**src/rtl/step_bound_ctrl_pkg.sv**
```systemverilog
// Shared definitions for the step/bound controller: default widths,
// reset values of the bound registers, and the controller state type.
package step_bound_ctrl_pkg;

    localparam int W_DEF     = 31;
    localparam int X_RST_DEF = 500;
    localparam int Y_RST_DEF = 450;

    typedef enum logic [1:0] {
        ST_IDLE = 2'd0,
        ST_RUN  = 2'd1,
        ST_DONE = 2'd2
    } state_t;

endpackage : step_bound_ctrl_pkg

```
**src/rtl/step_bound_ctrl_step_counter.sv**
```systemverilog
// Index counter for step_bound_ctrl. Holds i, clears on request, and
// advances only while i < y, so i can never pass the target bound.
module step_counter
    import step_bound_ctrl_pkg::*;
#(
    parameter int W = W_DEF
) (
    input  logic         clk,
    input  logic         rst,
    input  logic         clr,     // force i to 0 (has priority over inc)
    input  logic         inc,     // advance request, honoured only if i < y
    input  logic [W-1:0] y,       // target bound
    output logic [W-1:0] i,       // current index
    output logic         at_y,    // i == y
    output logic         lt_y,    // i < y, an inc this cycle will be taken
    output logic         hit_y    // an accepted inc this cycle lands on y
);

    logic         step_en;
    logic [W-1:0] i_inc;

    assign i_inc   = i + W'(1);
    assign lt_y    = (i < y);
    assign at_y    = (i == y);
    assign step_en = inc && lt_y;
    assign hit_y   = step_en && (i_inc == y);

    // Index register: clear wins, otherwise bounded increment.
    // NOTE: sequential state uses <= so every flop samples pre-edge values.
    always_ff @(posedge clk or posedge rst) begin
        if (rst) begin
            i <= '0;
        end else if (clr) begin
            i <= '0;
        end else if (step_en) begin
            i <= i_inc;
        end
    end

endmodule : step_counter

```
**src/rtl/step_bound_ctrl.sv**
```systemverilog
// Bounded step controller. Holds an upper bound x and target bound y
// (loaded through a valid/ready handshake that rejects y > x), and runs
// an index from 0 up to y, advancing on accepted step requests.
module step_bound_ctrl
    import step_bound_ctrl_pkg::*;
#(
    parameter int W     = W_DEF,
    parameter int X_RST = X_RST_DEF,
    parameter int Y_RST = Y_RST_DEF
) (
    input  logic         clk,
    input  logic         rst,
    input  logic         cfg_valid,
    output logic         cfg_ready,
    input  logic [W-1:0] cfg_x,
    input  logic [W-1:0] cfg_y,
    input  logic         start,
    input  logic         abort,
    input  logic         step_req,
    output logic         sel_out,
    output logic [W-1:0] i_out,
    output logic [W-1:0] x_out,
    output logic [W-1:0] y_out,
    output logic         busy,
    output logic         done,
    output logic         cfg_err
);

    state_t       state_q;
    state_t       state_d;

    logic [W-1:0] x_q;
    logic [W-1:0] y_q;

    logic         hs;          // handshake offered and accepted by state
    logic         cfg_ok;      // offered pair satisfies y <= x
    logic         load_cfg;
    logic         cfg_err_d;
    logic         cnt_clr;
    logic         cnt_inc;
    logic         sel_d;

    logic         cnt_at_y;
    logic         cnt_lt_y;
    logic         cnt_hit_y;

    // Ready is the only combinational output: it depends on state alone.
    assign cfg_ready = (state_q != ST_RUN);
    assign hs        = cfg_valid && cfg_ready;
    assign cfg_ok    = (cfg_y <= cfg_x);

    step_counter #(
        .W (W)
    ) u_step_counter (
        .clk   (clk),
        .rst   (rst),
        .clr   (cnt_clr),
        .inc   (cnt_inc),
        .y     (y_q),
        .i     (i_out),
        .at_y  (cnt_at_y),
        .lt_y  (cnt_lt_y),
        .hit_y (cnt_hit_y)
    );

    // Next-state and control decode for the IDLE/RUN/DONE controller.
    // NOTE: every signal gets a default first so no latch is inferred.
    always_comb begin
        state_d   = state_q;
        load_cfg  = 1'b0;
        cfg_err_d = 1'b0;
        cnt_clr   = 1'b0;
        cnt_inc   = 1'b0;
        sel_d     = 1'b0;

        unique case (state_q)
            ST_IDLE, ST_DONE: begin
                if (hs && cfg_ok) begin
                    // Accepted handshake beats a same-cycle start.
                    load_cfg = 1'b1;
                    cnt_clr  = 1'b1;
                    state_d  = ST_IDLE;
                end else begin
                    // A rejected pair only raises the error pulse; a start
                    // offered alongside it still takes effect.
                    cfg_err_d = hs;
                    if (start) begin
                        cnt_clr = 1'b1;
                        state_d = (y_q != '0) ? ST_RUN : ST_DONE;
                    end
                end
            end

            ST_RUN: begin
                if (abort) begin
                    // Abort holds the index and suppresses any step.
                    state_d = ST_IDLE;
                end else if (step_req) begin
                    cnt_inc = 1'b1;
                    sel_d   = cnt_lt_y;
                    if (cnt_hit_y) begin
                        state_d = ST_DONE;
                    end
                end
            end

            default: begin
                state_d = ST_IDLE;
            end
        endcase
    end

    // State register.
    always_ff @(posedge clk or posedge rst) begin
        if (rst) begin
            state_q <= ST_IDLE;
        end else begin
            state_q <= state_d;
        end
    end

    // Bound registers change only on an accepted handshake.
    always_ff @(posedge clk or posedge rst) begin
        if (rst) begin
            x_q <= W'(X_RST);
            y_q <= W'(Y_RST);
        end else if (load_cfg) begin
            x_q <= cfg_x;
            y_q <= cfg_y;
        end
    end

    // Registered status outputs, derived from the next state and decode.
    always_ff @(posedge clk or posedge rst) begin
        if (rst) begin
            sel_out <= 1'b0;
            cfg_err <= 1'b0;
            busy    <= 1'b0;
            done    <= 1'b0;
        end else begin
            sel_out <= sel_d;
            cfg_err <= cfg_err_d;
            busy    <= (state_d == ST_RUN);
            done    <= (state_d == ST_DONE);
        end
    end

    assign x_out = x_q;
    assign y_out = y_q;

endmodule : step_bound_ctrl

```
**config.mk**
```make
export PLATFORM = sky130hd
export DESIGN_NAME = step_bound_ctrl
export DESIGN_NICKNAME = d
export VERILOG_FILES = /design/src/rtl/step_bound_ctrl_pkg.sv /design/src/rtl/step_bound_ctrl_step_counter.sv /design/src/rtl/step_bound_ctrl.sv
export SDC_FILE = /design/constraint.sdc
export NUM_CORES = 1
export LEC_CHECK = 0
export ABC_AREA = 1
export CORE_UTILIZATION = 35
export CTS_CLUSTER_SIZE = 14
export DETAILED_ROUTE_END_ITERATION = 10
export PLACE_DENSITY = 0.6
export SYNTH_ARGS = -nofsm -noshare
export SYNTH_HDL_FRONTEND = slang
export SYNTH_SLANG_ARGS = --single-unit
```
**constraint.sdc**
```tcl
create_clock -name clk -period 4.8 [get_ports clk]
set_input_delay 1.44 -clock clk [delete_from_list [all_inputs] [get_ports clk]]
set_output_delay 1.44 -clock clk [all_outputs]
set_load 0.02 [all_outputs]
```
==> impl_metrics.toml <==
[logic_synthesis]
synth_edf_count = 0
yosys_warnings = 0
ys_top_cells_by_area = "dfrtp_1 (32%), nand2_1 (16%), ha_1 (11%)"
yosys.area.top_type_share = 0.319
netlist_area_sq_mm = 0.00698
synth_area_per_cell_sq_um = 6.93
postSynthCellCount = 1007
synth_top_area_cell = "dfrtp_1"
ys_async_sr_fraction = 1.00
synth.distinct_cells = 32
yosys.cell_count.top_type = "nand2_1"
synth_top_flop_cell = "dfrtp_1"
seq_area_frac_synth = 0.357
ys_seq_elements = 99
synth.top_cells.by_count = "nand2_1 (298), inv_1 (132), nor2_1 (91)"
synth_nets = 1138

[timing]
worst_slew_pin_slew_ps = 649
finalMaxSlewViolations = 0
fmax_mhz = 259
finClkSkew_ps = 10.0
setup_tns_ps = 0
hold_viol = 0
rsz0062_at_grt = "false"
period_share = 0.805
fin_hold_ws_ps = 478
setup_viol_count_final = 0
max_slew_margin = 0.567
period_minus_slack_ps = 3860

[critical_path]
crit_type = "in2reg"
cp-start-kind = "input pin"
crit_path_max_fanout = 36
reg2regPathDepth = 13
critPathArrivalTime_ps = 4140
end_kind = "flip-flop"
critPathRequiredTime_ps = 5080

[power_and_ir_drop]
powerDensity_mw_per_mm2 = 337
cellLeakagePower_nw = 4.43
p_total_mw = 3.10
ir_worst_vdd_mv = 0.231

[clock_tree]
cts_setup_buffers = 0
cts.hold.buffers_added = 0
cts_made_buffers = 9
cts_tree = "built"
cts.sinks = 99
clock_insertion_delay_worst_skew_ps = 360
cts_root_buffer = "clkbuf_16"
clockBufferDepth = 2
cts_resized = 0
clk_pin_slew_ps = 70
h-tree-depth = 3

[finish]
fillCellCount = 2009
diodes = 0
nNetsFinal = 1296
stdcell_area_sq_mm = 0.00921
layout.cells.non_filler = 1435
post_route_cells_drive_above_1_share = 0.0462
area_growth_pct = 32.0

[flow_run]
maxCapViolCount = 0

[route]
wl_um = 22900
drt-wirelength-per-cell_um = 16.0
remaining_drc_errors = 0
vias = 7030
postRouteAntennaNets = 0
vias_per_cell = 4.90
first_pass_iters = 7
drtIter0Drc = 429

[die]
core.rowCount = 51
initial_core_util = 0.357
chipWidth_um = 143
dieHeight_um = 143
pin_count = 166
fp.coreArea_sq_mm = 0.0195
die_area_sq_mm = 0.0205

[place]
dp.cells = 1419
dpl.hpwl_um = 18200
gp_congestion = 0.947
io_buffers = 165
place_area_sq_mm = 0.00893

[hold_path]
hp-class = "reg2reg"
hold_depth = 1

[global_routing]
grt_start_max_net_pins = 57
grt_overflow_total = 0
antenna_found_initial = 0
grt_pass1_wl_um = 36400
grt_pass1_vias = 6860
track_usage = 0.234

[run_status]
outcome = "finished clean"
## metrics by stage
| step | setup slack [ps] | util |
|---|---|---|
| finish | 937 | 0.472 |
| global route | 707 | 0.472 |
| CTS | 948 | 0.472 |
| detailed placement | 594 | 0.458 |
| global placement | 657 | 0.458 |
| floorplan | 786 | - |
## cells in the final DEF, fill, tap and decap left out, types with 9 or more instances in the layout
cell             instances
nor2_1                  91
nor4_1                  10
clkdlybuf4s50_1        165
inv_1                  131
o21ai_0                 76
nand3_1                 69
nand4_1                 11
ha_1                    63
nand2_1                298
clkbuf_16                9
dfstp_2                 10
dfrtp_1                 89
a21oi_1                 90
## final timing paths
path	slack (ps)	start	to
min reg2reg	480	state_q[0]	cfg_err
min in group asynchronous	1530	rst	x_out[3]
max in group asynchronous	2520	rst	x_out[7]
max	940	cfg_x[14]	y_out[18]
max reg2reg	2170	u_step_counter.i[2]	busy
min	480	state_q[0]	cfg_err
## routing by layer
metal	routed length, um	global-route usage
met1	10900	0.319
met2	10200	0.372
met3	1150	0.0355
met4	671	0.0901
met5	0	0
## flip-flops by register name, summed over array words and instances (netlist names)
signal and flops:
sel_out 1, done 1, u_step_counter.i 31, cfg_err 1, busy 1, y_out 31
x_out 31, state_q 2
## logic make-up (layout without fill, tap and decap cells)
logic type / count (synthesis) / after routing / synth area share
AOI/OAI and AO/OA: 177 / 177 / 0.131
adders and majority gates: 63 / 63 / 0.113
xor gates and xnor gates: 2 / 2 / 0.00251
and+or+nand+nor: 507 / 507 / 0.309
DFF: 99 / 99 / 0.357
buffers and inverters: 159 / 322 / 0.0884
## final cells by class
cell class	count	area, sq um	area share
inverters	134	505	0.0549
clock buffers	10	229	0.0249
well taps	265	332	0.0360
repair buffers	172	1730	0.188
clock inverters	6	48.8	0.00530
multi-input cells	749	3880	0.421
flip-flops and latches	99	2490	0.270
## power by group
part / total, mW / internal [mW] / switching, mW
clock: 0.720 / 0.359 / 0.361
combinational: 1.18 / 0.509 / 0.675
sequential: 1.20 / 1.02 / 0.183
total: 3.10 / 1.89 / 1.22
## worst max-delay path: stages
cell and delay [ps]:
clkdlybuf4s50_1 470, inv_1 60, ha_1 290, nand2_1 50, inv_1 50, nand3_1 150
nor3_1 190, o21ai_0 120, nand2_1 110, nand3_1 90, nand2_1 80, nand2_1 120
nand2_4 320, buf_4 390, nor2_1 90, a21oi_1 120
(Power assumes the default switching activity.)
